==> src/rtl/sega_joy_reader_if.sv <==
// Board-side bundle for the two DB9 joystick ports: raw pins in, select line
// and decoded active-low button words out.
interface sega_joy_reader_if;
  logic [5:0]  joy1_pins_i;
  logic [5:0]  joy2_pins_i;
  logic        p7_o;
  logic [11:0] joy1_o;
  logic [11:0] joy2_o;
  logic        six1_o;
  logic        six2_o;
  logic        frame_o;

  modport slave (
    input  joy1_pins_i, joy2_pins_i,
    output p7_o, joy1_o, joy2_o, six1_o, six2_o, frame_o
  );

  modport master (
    output joy1_pins_i, joy2_pins_i,
    input  p7_o, joy1_o, joy2_o, six1_o, six2_o, frame_o
  );
endinterface

==> src/rtl/sega_joy_reader.sv <==
// Sega select-line poller for two DB9 ports: 3/6-button Megadrive detection
// with Master System fallback, single clock with an internal step strobe.
module sega_joy_port (
  input  logic        clk_i,
  input  logic        res_n_i,
  input  logic [5:0]  pins_i,
  input  logic        step_en_i,
  input  logic [7:0]  step_i,
  output logic [11:0] joy_o,
  output logic        six_o
);
  logic [5:0]  sync1_q, sync1_d, sync2_q, sync2_d;
  logic [11:0] shadow_q, shadow_d;
  logic        six_q, six_d;
  logic [11:0] joy_q, joy_d;
  logic        six_out_q, six_out_d;

  always_comb begin
    sync1_d   = pins_i;
    sync2_d   = sync1_q;
    shadow_d  = shadow_q;
    six_d     = six_q;
    joy_d     = joy_q;
    six_out_d = six_out_q;
    // sync2_q = {p9,p6,R,L,D,U}; the meaning depends on the current p7 phase
    if (step_en_i) begin
      case (step_i)
        8'd2: begin
          shadow_d[5:0] = sync2_q;
          six_d         = 1'b0;
        end
        8'd3: begin
          if (!sync2_q[3] && !sync2_q[2]) shadow_d[7:6] = sync2_q[5:4];
          else                            shadow_d[7:4] = {2'b11, sync2_q[5:4]};
        end
        8'd5: if (sync2_q[3:0] == 4'h0) six_d = 1'b1;
        8'd6: if (six_q) shadow_d[11:8] = sync2_q[3:0];
        8'd7: begin
          joy_d     = six_q ? shadow_q : {4'hF, shadow_q[7:0]};
          six_out_d = six_q;
        end
        default: ;
      endcase
    end
  end

  always_ff @(posedge clk_i or negedge res_n_i) begin
    if (!res_n_i) begin
      sync1_q   <= 6'h3F;
      sync2_q   <= 6'h3F;
      shadow_q  <= 12'hFFF;
      six_q     <= 1'b0;
      joy_q     <= 12'hFFF;
      six_out_q <= 1'b0;
    end else begin
      sync1_q   <= sync1_d;
      sync2_q   <= sync2_d;
      shadow_q  <= shadow_d;
      six_q     <= six_d;
      joy_q     <= joy_d;
      six_out_q <= six_out_d;
    end
  end

  assign joy_o = joy_q;
  assign six_o = six_out_q;
endmodule

module sega_joy_reader #(
  parameter int TICK_DIV = 1536
) (
  input  logic               clk_i,
  input  logic               res_n_i,
  sega_joy_reader_if.slave   bus
);
  localparam int NUM_PORTS = 2;
  localparam int DIV_W     = $clog2(TICK_DIV);

  logic [DIV_W-1:0] div_q, div_d;
  logic [7:0]       step_q, step_d;
  logic             p7_q, p7_d;
  logic             frame_q, frame_d;
  logic             strobe;

  logic [NUM_PORTS-1:0][5:0]  pins;
  logic [NUM_PORTS-1:0][11:0] joy;
  logic [NUM_PORTS-1:0]       six;

  always_comb begin
    strobe  = (div_q == DIV_W'(TICK_DIV - 1));
    div_d   = strobe ? '0 : div_q + 1'b1;
    step_d  = strobe ? step_q + 8'd1 : step_q;
    p7_d    = p7_q;
    frame_d = strobe && (step_q == 8'd7);
    // Steps 0..7 toggle p7 low/high; the long idle high lets 6-button pads time out
    if (strobe) p7_d = (step_q < 8'd8) ? step_q[0] : 1'b1;
  end

  always_ff @(posedge clk_i or negedge res_n_i) begin
    if (!res_n_i) begin
      div_q   <= '0;
      step_q  <= 8'd0;
      p7_q    <= 1'b1;
      frame_q <= 1'b0;
    end else begin
      div_q   <= div_d;
      step_q  <= step_d;
      p7_q    <= p7_d;
      frame_q <= frame_d;
    end
  end

  assign pins[0] = bus.joy1_pins_i;
  assign pins[1] = bus.joy2_pins_i;

  for (genvar g = 0; g < NUM_PORTS; g++) begin : g_port
    sega_joy_port u_port (
      .clk_i     (clk_i),
      .res_n_i   (res_n_i),
      .pins_i    (pins[g]),
      .step_en_i (strobe),
      .step_i    (step_q),
      .joy_o     (joy[g]),
      .six_o     (six[g])
    );
  end

  assign bus.p7_o    = p7_q;
  assign bus.frame_o = frame_q;
  assign bus.joy1_o  = joy[0];
  assign bus.joy2_o  = joy[1];
  assign bus.six1_o  = six[0];
  assign bus.six2_o  = six[1];
endmodule

==> src/flat_wrapper.sv <==
// flat-port wrapper written by rule: the top's interface ports become plain ports
module sega_joy_reader_flat 
#(
  parameter int TICK_DIV = 1536
)
  (clk_i, res_n_i, bus_joy1_pins_i, bus_joy2_pins_i, bus_p7_o, bus_joy1_o, bus_joy2_o, bus_six1_o, bus_six2_o, bus_frame_o);
  sega_joy_reader_if bus_i ();
  input  logic clk_i;
  input  logic res_n_i;
  input wire logic [$bits(bus_i.joy1_pins_i)-1:0] bus_joy1_pins_i;
  input wire logic [$bits(bus_i.joy2_pins_i)-1:0] bus_joy2_pins_i;
  output wire logic [$bits(bus_i.p7_o)-1:0] bus_p7_o;
  output wire logic [$bits(bus_i.joy1_o)-1:0] bus_joy1_o;
  output wire logic [$bits(bus_i.joy2_o)-1:0] bus_joy2_o;
  output wire logic [$bits(bus_i.six1_o)-1:0] bus_six1_o;
  output wire logic [$bits(bus_i.six2_o)-1:0] bus_six2_o;
  output wire logic [$bits(bus_i.frame_o)-1:0] bus_frame_o;
  assign bus_i.joy1_pins_i = bus_joy1_pins_i;
  assign bus_i.joy2_pins_i = bus_joy2_pins_i;
  assign bus_p7_o = bus_i.p7_o;
  assign bus_joy1_o = bus_i.joy1_o;
  assign bus_joy2_o = bus_i.joy2_o;
  assign bus_six1_o = bus_i.six1_o;
  assign bus_six2_o = bus_i.six2_o;
  assign bus_frame_o = bus_i.frame_o;
  sega_joy_reader #(.TICK_DIV(TICK_DIV)) u_core (.clk_i(clk_i), .res_n_i(res_n_i), .bus(bus_i));
endmodule
==> config.mk <==
export PLATFORM = sky130hd
export DESIGN_NAME = sega_joy_reader_flat
export DESIGN_NICKNAME = d
export VERILOG_FILES = /design/src/rtl/sega_joy_reader_if.sv /design/src/rtl/sega_joy_reader.sv /design/src/flat_wrapper.sv
export SDC_FILE = /design/constraint.sdc
export NUM_CORES = 1
export LEC_CHECK = 0
export ABC_CLOCK_PERIOD_IN_PS = 4360
export CAP_MARGIN = 15
export CORE_MARGIN = 5
export CORE_UTILIZATION = 60
export DETAILED_ROUTE_END_ITERATION = 8
export PLACE_DENSITY = 0.95
export SYNTH_ARGS = -nofsm -noshare
export SYNTH_HDL_FRONTEND = slang
export SYNTH_SLANG_ARGS = --single-unit
==> constraint.sdc <==
create_clock -name clk_i -period 4.36 [get_ports clk_i]
set_input_delay 0.654 -clock clk_i [delete_from_list [all_inputs] [get_ports clk_i]]
set_output_delay 0.654 -clock clk_i [all_outputs]
set_load 0.05 [all_outputs]
==> metrics.txt, run 1 <==
total grt overflow=0; layout cells sized above 1=roughly half; simple-gate share of the synthesized area=between 10% and 20%; clock-pin slew on the worst setup and hold paths=90 ps; Mapped Avg Cell Area=approximately 15 um2; compound-cell area share of the yosys netlist=1.43%; Psw=about 0.33 mW; Crit. End Element=flop; die height=90.9 um; CTS Sinks=between 90 and 100; switching part of the total power=21.3%; final worst path period share=67.1%; asr flop ratio synth=100%; Reg power frac=60.1%; type of origin of the critical path=flop; largest net degree at the start of global routing=66; Starting DRT DRC Count=120; via count=2144; Setup WS pre-CTS=1490 ps; Die X=about 91 um; largest family of logic cells by synthesized area=multiplexers; met1 WL=2870 um; mux share of post-synthesis cell area=16.8%; setup_tns=0 ps; RSZ-0062 raised after global routing=false; drt first pass iters=4; maximum clock frequency=342 MHz; Crit path arrival time=approximately 3200 ps; Vias/cell=about 5.6; metal2 WL=3740 um; most numerous cell in the Yosys netlist=dfstp_2; post-synthesis sequential element count=97; crit path max fanout=14; setup bufs post-CTS=0; cell-internal power=1.22 mW; Slew Limit Headroom=between 40% and 50%; first-pass GRT wire length=roughly 12000 um; Comb pwr share=under 10%; Area growth, synth to finish=16.2%; hold_buf cts=0; Core Area=0.00635 mm2; syn_nets=274; list of most frequent post-synthesis cells=dfstp_2 (73), mux2_2 (32), dfrtp_1 (24); final setup fails=0; cts repair resizes=0; unique cell type count in the Yosys netlist=34; Fin. Hold Viols=0; Yosys Warn Count=0; max cap viols=0; nets@finish=320; Mapped Area=0.00393 mm2; CTS tree=built; top post-synthesis cells by area=dfstp_2 (49%), dfrtp_1 (15%), mux2_2 (9.2%); met3 WL=268 um; GPL Wtd Cong=around 0.8; Clock Skew=9.48 ps; antenna violations before repair=0; status=finished clean; Peak supply drop=0.000250 V; Worst Path Required=4600 ps; Synth Instances=256; GRT Overall Usage=17.7%; Worst-Margin Slew=796 ps; clk_lat worst skew=350 ps; placed cell areas=0.00436 mm2; detailed placement HPWL=4730 um; vias in the first global route=2282; top cell type's share of synthesized area=between 40% and 50%; top sig layer=met4; Yosys top cell by area=dfstp_2; register area share after synthesis=64.1%; Clk network pwr share=37.9%; HP Class=reg -> reg; Final WS setup=1430 ps; Post-synth EDFFs=0; PD cells=339 mW/mm2; H-tree depth=3; Final Slew Violations=0; Static Leak=1.87 nW; Post-Synth Adder-Cell Area=1.27%; CTS Buf Count=9; Clk Tree Root Cell=clkbuf_8; antenna cell count=0; io pins=42; row cnt=29; IO Port Bufs=between 40 and 50; Setup Crit Path Kind=reg -> reg; final WL=6980 um; fin area=0.00457 mm2; Die Area=just over 0.008 mm2; Initial Util=about 62%; deepest clock path buffer count=2; ys flop type=dfstp_2; XOR/XNOR share of the synthesized area=under 10%; post-DR wirelength/cell=roughly 18 um; final routed DRC violation total=0; crit path time final=2930 ps; post-route ant nets=0
-- power groups by stage --
stage | registers [mW] | logic [mW] | clock network [mW]
after global routing | 0.931 | 0.0356 | 0.631
after CTS | 0.929 | 0.0319 | 0.598
after detailed placement | 0.944 | 0.0317 | 0
final | 0.929 | 0.0308 | 0.587
after global placement | 0.943 | 0.0307 | 0
after floorplan | 0.941 | 0.00225 | 0
-- final timing paths --
kind / cells after the start / startpoint / end / slack (ps)
worst max-delay path: 6 / u_core.div_q[0]$_DFF_PN0_ / u_core.g_port[1].u_port.six_o$_DFFE_PN0P_ / 1430
worst min-delay path: 0 / u_core.g_port[1].u_port.sync1_q[2]$_DFF_PN1_ / u_core.g_port[1].u_port.sync2_q[2]$_DFF_PN1_ / 350
worst max register to register: 6 / u_core.div_q[0]$_DFF_PN0_ / u_core.g_port[1].u_port.six_o$_DFFE_PN0P_ / 1430
worst min register to register: 0 / u_core.g_port[1].u_port.sync1_q[2]$_DFF_PN1_ / u_core.g_port[1].u_port.sync2_q[2]$_DFF_PN1_ / 350
max in group asynchronous: 2 / res_n_i / u_core.g_port[0].u_port.joy_o[11]$_DFFE_PN1P_ / 3080
min in group asynchronous: 1 / res_n_i / u_core.g_port[0].u_port.six_o$_DFFE_PN0P_ / 360
-- metrics by stage --
stage	util (%)	cells	hold slack, ps	power, mW
3_5_place_dp	68.7	368	347	0.975
3_3_place_gp	68.7	368	345	0.974
4_1_cts	71.9	384	347	1.56
2_1_floorplan	-	256	345	0.943
6_report	71.9	384	348	1.55
5_1_grt	71.9	384	351	1.60
-- critical path: stages, from the launching register on --
cell and delay, ps:
dfrtp_1 390, ha_1 200, nand3_1 220, nor2_1 480, and4_1 810, buf_4 390, mux2_4 320
-- per-layer routing --
| layer | vias to the layer above | global-route usage [%] |
|---|---|---|
| met2 | 51 | 30.5 |
| met1 | 1108 | 21.7 |
| met5 | - | 0 |
| met4 | 0 | 6.97 |
| li1 | 973 | - |
| met3 | 12 | 3.67 |
-- cell usage in the layout (no fill, tap or decap) --
master / n
a31oi_1: 1
nor4_4: 1
o21bai_1: 1
and3_2: 3
clkinv_4: 2
nor4_2: 1
nand2_1: 8
bufinv_16: 1
a21oi_1: 4
clkbuf_8: 10
ha_1: 4
mux2_2: 32
nor2b_1: 2
buf_4: 4
xor2_1: 3
nand4_4: 1
or3_1: 4
or4_4: 1
nor3_1: 2
inv_1: 6
nand4_1: 5
nor2_1: 16
nand3_1: 5
dfstp_2: 73
xnor2_1: 10
and3_1: 4
inv_6: 1
nand4b_1: 1
clkdlybuf4s50_1: 40
or2b_1: 9
dfrtp_1: 24
clkinv_2: 2
o21ba_2: 1
and4_1: 2
o22ai_1: 2
mux2_4: 20
and4b_2: 1
-- state kept, by name, indices dropped and copies added (netlist names) --
name	flops
u_core.bus.p7_o	1
u_core.div_q	11
u_core.g_port.u_port.joy_o	24
u_core.g_port.u_port.six_q	2
u_core.step_q	8
u_core.g_port.u_port.six_o	2
u_core.g_port.u_port.sync1_q	12
u_core.g_port.u_port.shadow_q	24
u_core.bus.frame_o	1
u_core.g_port.u_port.sync2_q	12
-- final cells by class --
cell class                 instances  area, um2
sequential                        97       2520
tap                               77       96.3
timing repair buffer              44        430
clock inverter                     6       66.3
fill                             369       1780
clock buffer                      10        138
inverter                           6       22.5
multi-input combinational        144       1290
-- cell families (layout without fill, tap and decap cells) --
group / count (synthesis) / after routing
AO/OA/AOI/OAI: 9 / 9
XOR/XNOR: 13 / 13
adder cells (fa/ha/maj): 4 / 4
buffers and inverters: 15 / 66
flip-flops: 97 / 97
multiplexers: 52 / 52
AND/OR/NAND/NOR: 66 / 66
(Power assumes the default switching activity.)
==> run 2, diff against run 1 <==
--- a/config.mk
+++ b/config.mk
@@ -5,12 +5,12 @@
 export SDC_FILE = /design/constraint.sdc
 export NUM_CORES = 1
 export LEC_CHECK = 0
-export ABC_CLOCK_PERIOD_IN_PS = 4360
+export ABC_CLOCK_PERIOD_IN_PS = 2700
 export CAP_MARGIN = 15
 export CORE_MARGIN = 5
-export CORE_UTILIZATION = 60
+export CORE_UTILIZATION = 56
 export DETAILED_ROUTE_END_ITERATION = 8
-export PLACE_DENSITY = 0.95
+export PLACE_DENSITY = 0.9
 export SYNTH_ARGS = -nofsm -noshare
 export SYNTH_HDL_FRONTEND = slang
 export SYNTH_SLANG_ARGS = --single-unit
==> constraint.sdc (replaced) <==
create_clock -name clk_i -period 2.7 [get_ports clk_i]
set_input_delay 0.405 -clock clk_i [delete_from_list [all_inputs] [get_ports clk_i]]
set_output_delay 0.405 -clock clk_i [all_outputs]
set_load 0.05 [all_outputs]
==> run 2 against run 1 <==
Against the previous run:
- clock skew barely moved
- combinational power is 69% higher
- design area is 1.2% higher
- critical path type unchanged
- sequential share of layout area down 0.64 points
- setup slack got worse by 1000 ps
- utilization decreased by 3.9 points
- clock-buffer cell count decreased by 1
- maximum frequency rose by 27%
- largest cell class unchanged
==> metrics.txt, run 2 (synthesis results as in run 1) <==
status=finished clean; GPL Wtd Cong=0.736 (-7.8%); Starting DRT DRC Count=155 (+29%); Fin. Hold Viols=0 (unchanged); Worst R2R Path Depth=5 (-1); final worst path period share=85.1% (+18 points); crit path cell chain=or4_4 -> nor4_4 -> and4_1 -> buf_4 -> mux2_2; Area growth, synth to finish=17.6%; via count=2138 (-0.28%); Initial Util=57.8% (-4.0 points); final routed DRC violation total=0 (unchanged); IO Port Bufs=41 (unchanged); io pins=42 (unchanged); Crit. End Element=flop; Max stage delay on crit path=570 ps (-240 ps); maximum clock frequency=435 MHz (+27%); post-route ant nets=0 (unchanged); antenna cell count=0 (unchanged); detailed placement HPWL=4620 um (-2.2%); nets@finish=322 (+0.63%); Slew Limit Headroom=65.5% (+19 points); PD cells=545 mW/mm2 (+61%); crit path max fanout=17 (+3); final WL=6620 um (-5.2%); HP Class=in -> async; H-tree depth=3 (unchanged); cts repair resizes=0 (unchanged); antenna violations before repair=0 (unchanged); hold_buf cts=0 (unchanged); WHS=223 ps (-125 ps); CTS Buf Count=9 (unchanged); setup bufs post-CTS=0 (unchanged); crit path time final=2300 ps (-627 ps); Worst Path Required=3000 ps (-1600 ps); deepest clock path buffer count=2 (unchanged); Setup Crit Path Kind=reg -> reg; Die X=93.7 um (+3.1%); Clock Skew=9.96 ps (+0.478 ps); RSZ-0062 raised after global routing=false; Static Leak=1.88 nW (+0.75%); R2R setup slack=400 ps (-1030 ps); drt first pass iters=4 (unchanged); Worst setup endpoint=u_core.g_port[0].u_port.joy_o[1]$_DFFE_PN1P_; CTS tree=built; Peak supply drop=0.000445 V (+78%); post-DR wirelength/cell=16.3 um (-10%); clock-pin slew on the worst setup and hold paths=90 ps (about the same); setup_tns=0 ps (unchanged); CP Launch Point=u_core.step_q[4]$_DFFE_PN0N_; Vias/cell=5.28 (-5.5%); final setup fails=0 (unchanged); layout cells sized above 1=50.5% (+0.32 points); commonest cells after routing, fill and taps aside=dfstp_2 (73), clkdlybuf4s50_1 (40), mux2_2 (32); Final Slew Violations=0 (unchanged); Clk Tree Root Cell=clkbuf_8; Worst R2R End=u_core.g_port[0].u_port.joy_o[1]$_DFFE_PN1P_; Worst-Margin Slew=516 ps (-280 ps); CP max-delay cell=or4_4; most common cell after layout, fill and taps aside=dfstp_2; GRT Overall Usage=16.6% (-1.1 points); Core Area=0.00679 mm2 (+7.0%); vias in the first global route=2247 (-1.5%); Die Area=0.00879 mm2 (+6.3%); type of origin of the critical path=flop; clk_lat worst skew=370 ps (+20 ps); die height=93.7 um (+3.1%); row cnt=30 (+3.4%); Crit path arrival time=2600 ps (-570 ps); max cap viols=0 (unchanged); total grt overflow=0 (unchanged); largest net degree at the start of global routing=70 (+6.1%); Critical R2R Launch=u_core.step_q[4]$_DFFE_PN0N_; fillers=462 (+25%); CTS Sinks=97 (unchanged); first-pass GRT wire length=11100 um (-3.8%)
-- run 2: per-stage QoR --
stage | worst slack (ps) | instances | utilization (%) | cell area (um2) | power [mW]
floorplan | 593 | 256 | - | 3930 | 1.52
global placement | 484 | 389 | 65.0 | 4410 | 1.57
detailed placement | 428 | 389 | 65.0 | 4410 | 1.58
CTS | 400 | 405 | 68.0 | 4620 | 2.56
global route | 288 | 405 | 68.0 | 4620 | 2.61
finish | 402 | 405 | 68.0 | 4620 | 2.52
-- run 2: cell type report --
class	instances	area [um2]	share of cell area (%)
tap	96	120	2.60
multi-input combinational	144	1290	28.0
sequential	97	2520	54.5
timing repair buffer	46	458	9.91
clock inverter	7	82.6	1.79
clock buffer	9	124	2.68
inverter	6	22.5	0.488
-- run 2: critical path, delay by kind of cell, from the launching register on --
kind / cells / cell delay, ps
buffers and inverters: 1 / 310
multiplexers: 1 / 380
AND/OR/NAND/NOR: 3 / 1120
flip-flops: 1 / 420
-- run 2: report_power, final --
group | switching [mW] | leakage (nW) | internal (mW) | total [mW]
logic | 0.0309 | 0.698 | 0.0212 | 0.0521
clock network | 0.521 | 0.105 | 0.444 | 0.965
registers | 0.0108 | 1.08 | 1.49 | 1.50
-- run 2: how the worst min path moves through the flow --
stage                     slack, ps                                         start                                           end  depth (start not counted)
after floorplan                 110                                       res_n_i                  u_core.bus.frame_o$_DFF_PN0_                          0
after global placement          350  u_core.g_port[0].u_port.sync1_q[3]$_DFF_PN1_  u_core.g_port[0].u_port.sync2_q[3]$_DFF_PN1_                          0
after detailed placement        350  u_core.g_port[1].u_port.sync1_q[2]$_DFF_PN1_  u_core.g_port[1].u_port.sync2_q[2]$_DFF_PN1_                          0
after CTS                       220                                       res_n_i  u_core.g_port[0].u_port.joy_o[2]$_DFFE_PN1P_                          1
after global routing            260                                       res_n_i  u_core.g_port[0].u_port.joy_o[2]$_DFFE_PN1P_                          1
final                           220                                       res_n_i  u_core.g_port[1].u_port.sync2_q[0]$_DFF_PN1_                          1
-- run 2: routing by layer --
metal,up-vias,global-route usage (%),share of wire (%)
met4,0,6.62,1.4
li1,976,-,-
met2,38,28.4,54
met1,1116,19.6,41
met5,-,0,0
met3,8,4.89,3.8
